File: config.mk
export PLATFORM = sky130hd
export DESIGN_NAME = sirv_icb2_rr_arbiter
export DESIGN_NICKNAME = d
export VERILOG_FILES = /design/src/rtl/sirv_icb2_rr_arbiter.sv
export SDC_FILE = /design/constraint.sdc
export NUM_CORES = 1
export LEC_CHECK = 0
export CAP_MARGIN = 20
export CORE_AREA = 2 2 125 127
export CTS_BUF_LIST = sky130_fd_sc_hd__clkbuf_8
export CTS_CLUSTER_SIZE = 30
export DETAILED_ROUTE_END_ITERATION = 10
export DIE_AREA = 0 0 127 129
export PLACE_DENSITY = 0.62
export RECOVER_POWER = 100
export SYNTH_ARGS = -nofsm -noshare
export SYNTH_HDL_FRONTEND = slang
export SYNTH_SLANG_ARGS = --single-unit
File: constraint.sdc
create_clock -name i_clk -period 2.52 [get_ports i_clk]
set_input_delay 0.252 -clock i_clk [delete_from_list [all_inputs] [get_ports i_clk]]
set_output_delay 0.252 -clock i_clk [all_outputs]
set_load 0.05 [all_outputs]
File: src/rtl/sirv_icb2_rr_arbiter.sv
// sirv_icb2_rr_arbiter
// 2:1 ICB arbiter sharing one bridge command/response port between master 0 (CPU) and
// master 1 (display/DMA). Commands pass through with zero latency. A granted command that
// stalls locks the grant until it is accepted. An in-order ID FIFO routes each response
// back to the master that issued the command.
// Optional macro ICB_ARB_RR_EN: when defined, contested grants alternate round-robin;
// when undefined, master 0 has fixed priority.
module sirv_icb2_rr_arbiter #(
  parameter int unsigned AW       = 32,
  parameter int unsigned OUTS_NUM = 4
) (
  input  logic          i_clk,
  input  logic          i_rst,

  // Master 0 (CPU)
  input  logic          i_m0_icb_cmd_valid,
  output logic          o_m0_icb_cmd_ready,
  input  logic          i_m0_icb_cmd_read,
  input  logic [AW-1:0] i_m0_icb_cmd_addr,
  input  logic [31:0]   i_m0_icb_cmd_wdata,
  input  logic [3:0]    i_m0_icb_cmd_wmask,
  input  logic [1:0]    i_m0_icb_cmd_size,
  output logic          o_m0_icb_rsp_valid,
  input  logic          i_m0_icb_rsp_ready,
  output logic          o_m0_icb_rsp_err,
  output logic [31:0]   o_m0_icb_rsp_rdata,

  // Master 1 (display/DMA)
  input  logic          i_m1_icb_cmd_valid,
  output logic          o_m1_icb_cmd_ready,
  input  logic          i_m1_icb_cmd_read,
  input  logic [AW-1:0] i_m1_icb_cmd_addr,
  input  logic [31:0]   i_m1_icb_cmd_wdata,
  input  logic [3:0]    i_m1_icb_cmd_wmask,
  input  logic [1:0]    i_m1_icb_cmd_size,
  output logic          o_m1_icb_rsp_valid,
  input  logic          i_m1_icb_rsp_ready,
  output logic          o_m1_icb_rsp_err,
  output logic [31:0]   o_m1_icb_rsp_rdata,

  // Shared bridge port
  output logic          o_s_icb_cmd_valid,
  input  logic          i_s_icb_cmd_ready,
  output logic          o_s_icb_cmd_read,
  output logic [AW-1:0] o_s_icb_cmd_addr,
  output logic [31:0]   o_s_icb_cmd_wdata,
  output logic [3:0]    o_s_icb_cmd_wmask,
  output logic [1:0]    o_s_icb_cmd_size,
  input  logic          i_s_icb_rsp_valid,
  output logic          o_s_icb_rsp_ready,
  input  logic          i_s_icb_rsp_err,
  input  logic [31:0]   i_s_icb_rsp_rdata
);

  localparam int unsigned PtrW = (OUTS_NUM > 1) ? $clog2(OUTS_NUM) : 1;
  localparam int unsigned CntW = $clog2(OUTS_NUM + 1);
  localparam logic [CntW-1:0] CntFull = CntW'(OUTS_NUM);
  localparam logic [PtrW-1:0] PtrLast = PtrW'(OUTS_NUM - 1);

  // Arbitration state
  logic            r_lock;
  logic            r_lock_id;
  logic            r_last_id;

  // Outstanding-ID FIFO
  logic            r_fifo [OUTS_NUM];
  logic [PtrW-1:0] r_wptr;
  logic [PtrW-1:0] r_rptr;
  logic [CntW-1:0] r_cnt;

  logic            w_grant;
  logic            w_gnt_valid;
  logic            w_not_full;
  logic            w_not_empty;
  logic            w_cmd_hs;
  logic            w_rsp_hs;
  logic            w_head;
  logic            w_head_ready;
  logic            w_push;
  logic            w_pop;

  // Wrap-around pointer increment for a FIFO depth that need not be a power of two
  function automatic logic [PtrW-1:0] ptr_inc(input logic [PtrW-1:0] p);
    return (p == PtrLast) ? '0 : p + PtrW'(1);
  endfunction

  // Full/empty derive from the registered count only, so cmd_ready never depends on rsp
  assign w_not_full  = (r_cnt != CntFull);
  assign w_not_empty = (r_cnt != '0);

  // Grant selection: a locked grant wins, otherwise the configured arbitration rule
  always_comb begin
    w_grant = 1'b0;
    if (r_lock) begin
      w_grant = r_lock_id;
`ifdef ICB_ARB_RR_EN
    end else if (i_m0_icb_cmd_valid && i_m1_icb_cmd_valid) begin
      w_grant = ~r_last_id;
`endif
    end else if (i_m0_icb_cmd_valid) begin
      w_grant = 1'b0;
    end else if (i_m1_icb_cmd_valid) begin
      w_grant = 1'b1;
    end else begin
      // Idle: point at the master that did not go last; no command is presented anyway
      w_grant = ~r_last_id;
    end
  end

  // Command multiplexer towards the bridge
  always_comb begin
    if (w_grant) begin
      w_gnt_valid       = i_m1_icb_cmd_valid;
      o_s_icb_cmd_read  = i_m1_icb_cmd_read;
      o_s_icb_cmd_addr  = i_m1_icb_cmd_addr;
      o_s_icb_cmd_wdata = i_m1_icb_cmd_wdata;
      o_s_icb_cmd_wmask = i_m1_icb_cmd_wmask;
      o_s_icb_cmd_size  = i_m1_icb_cmd_size;
    end else begin
      w_gnt_valid       = i_m0_icb_cmd_valid;
      o_s_icb_cmd_read  = i_m0_icb_cmd_read;
      o_s_icb_cmd_addr  = i_m0_icb_cmd_addr;
      o_s_icb_cmd_wdata = i_m0_icb_cmd_wdata;
      o_s_icb_cmd_wmask = i_m0_icb_cmd_wmask;
      o_s_icb_cmd_size  = i_m0_icb_cmd_size;
    end
  end

  assign o_s_icb_cmd_valid  = w_gnt_valid & w_not_full;
  assign o_m0_icb_cmd_ready = ~w_grant & i_s_icb_cmd_ready & w_not_full;
  assign o_m1_icb_cmd_ready =  w_grant & i_s_icb_cmd_ready & w_not_full;
  assign w_cmd_hs           = o_s_icb_cmd_valid & i_s_icb_cmd_ready;

  // Response routing by the oldest outstanding ID
  assign w_head       = r_fifo[r_rptr];
  assign w_head_ready = w_head ? i_m1_icb_rsp_ready : i_m0_icb_rsp_ready;

  assign o_m0_icb_rsp_valid = i_s_icb_rsp_valid & w_not_empty & ~w_head;
  assign o_m1_icb_rsp_valid = i_s_icb_rsp_valid & w_not_empty &  w_head;
  assign o_s_icb_rsp_ready  = w_head_ready & w_not_empty;
  assign w_rsp_hs           = i_s_icb_rsp_valid & o_s_icb_rsp_ready;

  // Response payload is broadcast; only the valid qualifies the receiver
  assign o_m0_icb_rsp_err   = i_s_icb_rsp_err;
  assign o_m0_icb_rsp_rdata = i_s_icb_rsp_rdata;
  assign o_m1_icb_rsp_err   = i_s_icb_rsp_err;
  assign o_m1_icb_rsp_rdata = i_s_icb_rsp_rdata;

  // w_cmd_hs already implies the FIFO is not full, so a same-cycle pop never frees a slot early
  assign w_push = w_cmd_hs;
  assign w_pop  = w_rsp_hs;

  // Lock the grant while a presented command is stalled; release on acceptance
  always_ff @(posedge i_clk) begin
    if (i_rst) begin
      r_lock    <= 1'b0;
      r_lock_id <= 1'b0;
    end else if (o_s_icb_cmd_valid && !i_s_icb_cmd_ready) begin
      r_lock    <= 1'b1;
      r_lock_id <= w_grant;
    end else if (w_cmd_hs) begin
      r_lock    <= 1'b0;
    end
  end

  // Remember who was served last; reset value 1 lets master 0 win the first contest
  always_ff @(posedge i_clk) begin
    if (i_rst) begin
      r_last_id <= 1'b1;
    end else if (w_cmd_hs) begin
      r_last_id <= w_grant;
    end
  end

  // ID storage; contents are don't-care once the pointers are reset
  always_ff @(posedge i_clk) begin
    if (w_push) begin
      r_fifo[r_wptr] <= w_grant;
    end
  end

  // FIFO write pointer
  always_ff @(posedge i_clk) begin
    if (i_rst) begin
      r_wptr <= '0;
    end else if (w_push) begin
      r_wptr <= ptr_inc(r_wptr);
    end
  end

  // FIFO read pointer
  always_ff @(posedge i_clk) begin
    if (i_rst) begin
      r_rptr <= '0;
    end else if (w_pop) begin
      r_rptr <= ptr_inc(r_rptr);
    end
  end

  // Outstanding count; simultaneous push and pop leave it unchanged
  always_ff @(posedge i_clk) begin
    if (i_rst) begin
      r_cnt <= '0;
    end else if (w_push && !w_pop) begin
      r_cnt <= r_cnt + CntW'(1);
    end else if (!w_push && w_pop) begin
      r_cnt <= r_cnt - CntW'(1);
    end
  end

endmodule

==> impl_metrics.csv, run 1 <==
group,metric,value,unit
run_status,status,"completed",
clock_network,clk_latency,0.24,ns
timing,period_share,96.1,%
global_route,grt_pass1_wl,13100,um
timing,final.min_clock_period,2.42,ns
hold_path,hp-start,"r_last_id",
timing,drv_slew,0,
die,die_w,127,um
setup_path,timing.rr.end,"r_cnt[2]",
power_and_ir_drop,p_leak,1.57,nW
run,cap_viol_max_count,0,
placement,hpwl,8700,um
setup_path,rr_worst_depth,9,
setup_path,startpoint_type,"register",
global_route,overflow,0,
global_route,met3_usage,7.32,%
timing,skew,0.00442,ns
yosys,ys_ff_latch,16,
clock_network,cts_tree,"built",
global_route,grt_use_met2,17.4,%
yosys,synthesis.nets,413,
setup_path,crit_type,"reg2out",
die,initial_core_util,14.4,%
yosys,postSynthCellCount,223,
clock_network,clk_path_buf_depth,2,
yosys,yosysWarningCount,0,
clock_network,cts_setup_buffers,0,
cells_and_area,final_common_cell,"clkdlybuf4s50_1",
hold_path,whs_endpoint,"r_last_id",
clock_network,clock-sinks,16,
timing,fmax,413,MHz
cells_and_area,final_util,26.6,%
die,fp.dieArea,16400,um2
timing,fin_tns_setup,0,ns
placement,pre_cts_slack,0.0152,ns
drt,drt-total-wl,9890,um
placement,routabilityCongestion,0.776,
global_route,grtUsageTotal,10.5,%
drt,drc,0,
die,ioPinCount,326,
clock_network,cts-hold-fix-buffers,0,
yosys,synth_simple_gate_area_share,6.71,%
drt,dr.pass1.iters,4,
die,die_h,129,um
yosys,synthMuxAreaShare,41.9,%
hold_path,whs_path_depth,1,
clock_network,path_clk_slew,0.06,ns
yosys,synthAdderAreaFrac,4.40,%
global_route,grt_max_degree,55,
power_and_ir_drop,p_per_area,631,nW/um2
timing,maxSlewHeadroom,59.5,%
setup_path,cp.arrival,2.17,ns
yosys,synth.avg_cell_area,9.70,um2
cells_and_area,antenna_cells,0,
timing,hold_violations,0,
timing,holdWs,0.495,ns
global_route,grt_pass1_vias,2269,
cells_and_area,final_cell_mix,"clkdlybuf4s50_1, mux2_2, clkbuf_2",
yosys,synth_top_family_by_area,"multiplexers",
yosys,synth_seq_area_share,16.7,%
yosys,yosys.area_share.xor_xnor,0.810,%
setup_path,critPathMaxFanout,3,
global_route,grtUsageMet1,11.7,%
timing,layout_setup_ws,0.0989,ns
power_and_ir_drop,irDropWorstVdd,0.315,mV
yosys,synth_compound_area_share,2.89,%
placement,portBuffers,226,
clock_network,root_buffer,"clkbuf_8",
drt,vias,2231,
cells_and_area,nets,577,
setup_path,rr_startpoint,"r_fifo[3]",
drt,avgRoutedWirePerCell,17.2,um
drt,ant_nets,0,
timing,tightestPinTransition,0.610,ns
global_route,antenna_found_initial,0,
global_route,top_usage_layer,"met2",
timing,setup_viol,0,
drt,viasPerCell,3.89,
timing,rsz0062_at_grt,"no",
cells_and_area,drive_gt1_share,37.6,%
hold_path,hp-class,"reg2reg",
setup_path,rrSetupSlack,0.13,ns
yosys,syn_area,2160,um2
power_and_ir_drop,power,2.52,mW
yosys,ys_types,28,
drt,drtIter0Drc,48,
clock_network,post_cts_resized,0,
die,rows,45,
clock_network,cts_inserted_buffers,3,
setup_path,cp-end-kind,"output pin",
setup_path,crit_required,2.27,ns
clock_network,htree_levels,1,
die,core,15000,um2
cells_and_area,synthToLayoutAreaGrowth,84.4,%
-- logic make-up (layout without fill, tap and decap cells) --
group | count (synthesis) | count (layout)
buffers and inverters | 81 | 244
adder cells (fa/ha/maj) | 7 | 7
multiplexers | 80 | 80
AND/OR/NAND/NOR | 29 | 29
flip-flops | 16 | 16
XOR/XNOR | 2 | 2
AO/OA/AOI/OAI | 8 | 8
-- layout make-up --
| type | instances | area (um2) |
|---|---|---|
| multi-input combinational | 126 | 1270 |
| inverter | 6 | 23.8 |
| tap | 188 | 235 |
| clock buffer | 3 | 41.3 |
| fill | 1615 | 11000 |
| timing repair buffer | 234 | 2060 |
| clock inverter | 1 | 3.75 |
| sequential | 16 | 363 |
-- stage by stage --
stage	instance area (um2)	cells
final	3990	574
after floorplan	2190	223
after detailed placement	4120	569
after global placement	4120	569
after CTS	4160	573
after global routing	3990	574
-- critical path, cell delays in order, from the launching register on --
cell	delay, ns
edfxtp_1	0.36
mux4_2	0.51
buf_4	0.16
nor2_1	0.08
clkdlybuf4s50_1	0.81
-- how the worst max path moves through the flow --
stage | slack [ns] | endpoint | from
after detailed placement | 0.02 | r_cnt[2] | i_m1_icb_cmd_valid
final | 0.1 | o_m0_icb_rsp_valid | r_fifo[3]
after global placement | 0.09 | r_cnt[2] | i_m1_icb_cmd_valid
after global routing | 0.01 | r_cnt[2] | r_fifo[3]
after floorplan | 0.005 | r_cnt[2] | r_lock_id
after CTS | 0.07 | r_cnt[2] | r_fifo[3]
-- Yosys cell counts --
cell type | count | share of area, %
edfxtp_1 | 4 | 5.6
nand2_1 | 2 | 0.35
inv_1 | 5 | 0.87
clkbuf_1 | 1 | 0.17
o21ai_0 | 1 | 0.23
nand2b_1 | 1 | 0.29
dfxtp_1 | 12 | 11
a211oi_2 | 1 | 0.58
buf_4 | 72 | 25
nor2b_1 | 2 | 0.58
o31ai_1 | 1 | 0.35
xor2_1 | 2 | 0.81
a221o_1 | 1 | 0.46
nor3_1 | 4 | 0.93
nor2_1 | 12 | 2.1
mux2i_2 | 1 | 0.64
a21oi_1 | 2 | 0.46
clkinv_1 | 1 | 0.17
fa_1 | 1 | 0.93
and2_1 | 4 | 1.2
ha_1 | 6 | 3.5
nor3b_1 | 3 | 1.0
or3_1 | 1 | 0.29
o311ai_0 | 2 | 0.81
mux2i_1 | 7 | 3.2
buf_2 | 2 | 0.46
mux4_2 | 1 | 1.0
mux2_2 | 71 | 37
-- report_power, final --
part,internal (mW),switching (mW)
sequential,0.319,0.0580
combinational,0.758,1.19
clock,0.108,0.0841
-- metal layers --
layer | vias to the layer above | part of all wire (%)
met5 | - | 0
met4 | 0 | 0.20
met3 | 5 | 17
met2 | 203 | 46
met1 | 992 | 37
li1 | 1031 | -
Power figures use the tool's default switching activity.
==> run 2, diff against run 1 <==
--- a/config.mk
+++ b/config.mk
@@ -11,6 +11,7 @@
 export CTS_CLUSTER_SIZE = 30
 export DETAILED_ROUTE_END_ITERATION = 10
 export DIE_AREA = 0 0 127 129
+export GPL_ROUTABILITY_DRIVEN = 0
 export PLACE_DENSITY = 0.62
 export RECOVER_POWER = 100
 export SYNTH_ARGS = -nofsm -noshare
==> results of run 2 <==
Final layout, timing and power as in run 1 (identical DEF).
==> run 3, diff against run 2 <==
--- a/config.mk
+++ b/config.mk
@@ -13,7 +13,6 @@
 export DIE_AREA = 0 0 127 129
 export GPL_ROUTABILITY_DRIVEN = 0
 export PLACE_DENSITY = 0.62
-export RECOVER_POWER = 100
 export SYNTH_ARGS = -nofsm -noshare
 export SYNTH_HDL_FRONTEND = slang
 export SYNTH_SLANG_ARGS = --single-unit
==> impl_metrics.csv, run 3 (synthesis results as in run 1) <==
group,metric,value,unit
cells_and_area,synthToLayoutAreaGrowth,92.7,%
die,core,15000,um2
setup_path,crit_buf_inv,2,
die,ioPinCount,326,
global_route,grt_pass1_vias,2269,
power_and_ir_drop,power,2.65,mW
drt,viasPerCell,3.88,
drt,avgRoutedWirePerCell,17.4,um
setup_path,path_cells,"mux4_2, buf_4, nor2_1, clkdlybuf4s50_1",
power_and_ir_drop,p_switching,1.34,mW
clock_network,htree_levels,1,
drt,drtIter0Drc,52,
clock_network,cts-hold-fix-buffers,0,
timing,fin_tns_setup,0,ns
clock_network,cts_tree,"built",
cells_and_area,final_cell_mix,"clkdlybuf4s50_1, buf_4, mux2_2",
cells_and_area,drive_gt1_share,43.3,%
setup_path,startpoint_type,"register",
cells_and_area,nets,577,
global_route,grt_pass1_wl,13100,um
global_route,grt_max_degree,55,
power_and_ir_drop,intPower,1.32,mW
cells_and_area,fin_cells,574,
timing,final.min_clock_period,2.42,ns
clock_network,clock-sinks,16,
drt,drt-total-wl,9970,um
power_and_ir_drop,p_per_area,637,nW/um2
placement,portBuffers,226,
die,die_w,127,um
global_route,grtUsageTotal,10.5,%
power_and_ir_drop,pwr-share-comb,78.6,%
drt,vias,2229,
die,initial_core_util,14.4,%
drt,ant_nets,0,
timing,tightestPinTransition,0.503,ns
die,rows,45,
power_and_ir_drop,p_sw_share,50.3,%
timing,fmax,413,MHz
power_and_ir_drop,pwr-share-seq,14.2,%
global_route,overflow,0,
timing,drv_slew,0,
setup_path,cp.arrival,2.17,ns
run_status,status,"completed",
power_and_ir_drop,clockPowerShare,7.2,%
timing,layout_setup_ws,0.0990,ns
global_route,antenna_found_initial,0,
die,fp.dieArea,16400,um2
cells_and_area,final_common_cell,"clkdlybuf4s50_1",
timing,period_share,96.1,%
setup_path,cp-end-kind,"output pin",
setup_path,critPathSlowestCell,"clkdlybuf4s50_1",
timing,skew,0.00284,ns
cells_and_area,antenna_cells,0,
power_and_ir_drop,p_leak,1.64,nW
clock_network,cts_setup_buffers,0,
cells_and_area,nFillCells,1573,
setup_path,slowest_delay,0.81,ns
drt,dr.pass1.iters,4,
clock_network,clk_latency,0.24,ns
placement,hpwl,8700,um
timing,rsz0062_at_grt,"no",
power_and_ir_drop,irDropWorstVdd,0.314,mV
setup_path,path_delay_family,"buffers and inverters",
setup_path,critPathMaxFanout,3,
clock_network,path_clk_slew,0.06,ns
setup_path,crit_type,"reg2out",
placement,placed_cells,569,
placement,pre_cts_slack,0.0152,ns
timing,maxSlewHeadroom,66.4,%
clock_network,post_cts_resized,0,
setup_path,crit_required,2.27,ns
timing,hold_violations,0,
hold_path,hp-class,"reg2reg",
clock_network,cts_inserted_buffers,3,
die,die_h,129,um
clock_network,root_buffer,"clkbuf_8",
timing,setup_viol,0,
drt,drc,0,
clock_network,clk_path_buf_depth,2,
run,cap_viol_max_count,0,
run 3: cell types whose count changed in the layout (fill, tap and decap cells not counted), moves of 7 or more:
| cell | before | now |
|---|---|---|
| clkbuf_2 | 41 | 0 |
| buf_2 | 15 | 0 |
| mux2_2 | 56 | 71 |
| clkbuf_1 | 7 | 0 |
| buf_4 | 12 | 75 |
| mux2_1 | 15 | 0 |
run 3: layout make-up:
cell class,count,area [um2],share of cell area [%]
Timing Repair Buffer,234,2230,53.6
Multi-Input combinational cell,126,1270,30.4
Sequential cell,16,363,8.71
Tap cell,188,235,5.64
Clock buffer,3,41.3,0.991
Inverter,6,23.8,0.570
Clock inverter,1,3.75,0.0901
run 3: worst paths after layout:
path | startpoint | to | slack, ns | cells past startpoint
max | r_fifo[3] | o_m0_icb_rsp_valid | 0.1 | 4
min | r_last_id | r_last_id | 0.49 | 1
max reg2reg | r_fifo[3] | r_cnt[2] | 0.14 | 9
min reg2reg | r_last_id | r_last_id | 0.49 | 1
run 3: metrics by stage:
stage / hold slack [ns] / cell area (um2) / utilization, %
final: 0.495 / 4170 / 27.8
after global routing: 0.502 / 4170 / 27.8
after CTS: 0.488 / 4160 / 27.8
after detailed placement: 0.468 / 4120 / 27.5
after global placement: 0.469 / 4120 / 27.5
after floorplan: 0.391 / 2190 / -
run 3: power by group through the flow:
stage	Sequential (mW)	Combinational, mW	Clock [mW]
floorplan	0.366	1.62	0
global placement	0.378	2.08	0
detailed placement	0.383	2.10	0
CTS	0.377	2.11	0.198
global route	0.386	2.21	0.211
finish	0.377	2.09	0.190
run 3: worst reg2reg max path: cells and delay by family (launching register included):
kind | cells | cell delay, ns
AO/OA/AOI/OAI | 1 | 0.12
XOR/XNOR | 1 | 0.17
adder cells (fa/ha/maj) | 2 | 0.47
buffers and inverters | 2 | 0.19
flip-flops | 1 | 0.36
multiplexers | 2 | 0.72
AND/OR/NAND/NOR | 1 | 0.30
run 3: per-layer routing:
layer	vias up	GRT usage, %	routed length [um]	part of all wire, %
met4	0	0.905	20	0.20
met1	996	11.7	3650	37
li1	1032	-	-	-
met2	196	17.4	4630	46
met3	5	7.32	1660	17
met5	-	0	0	0
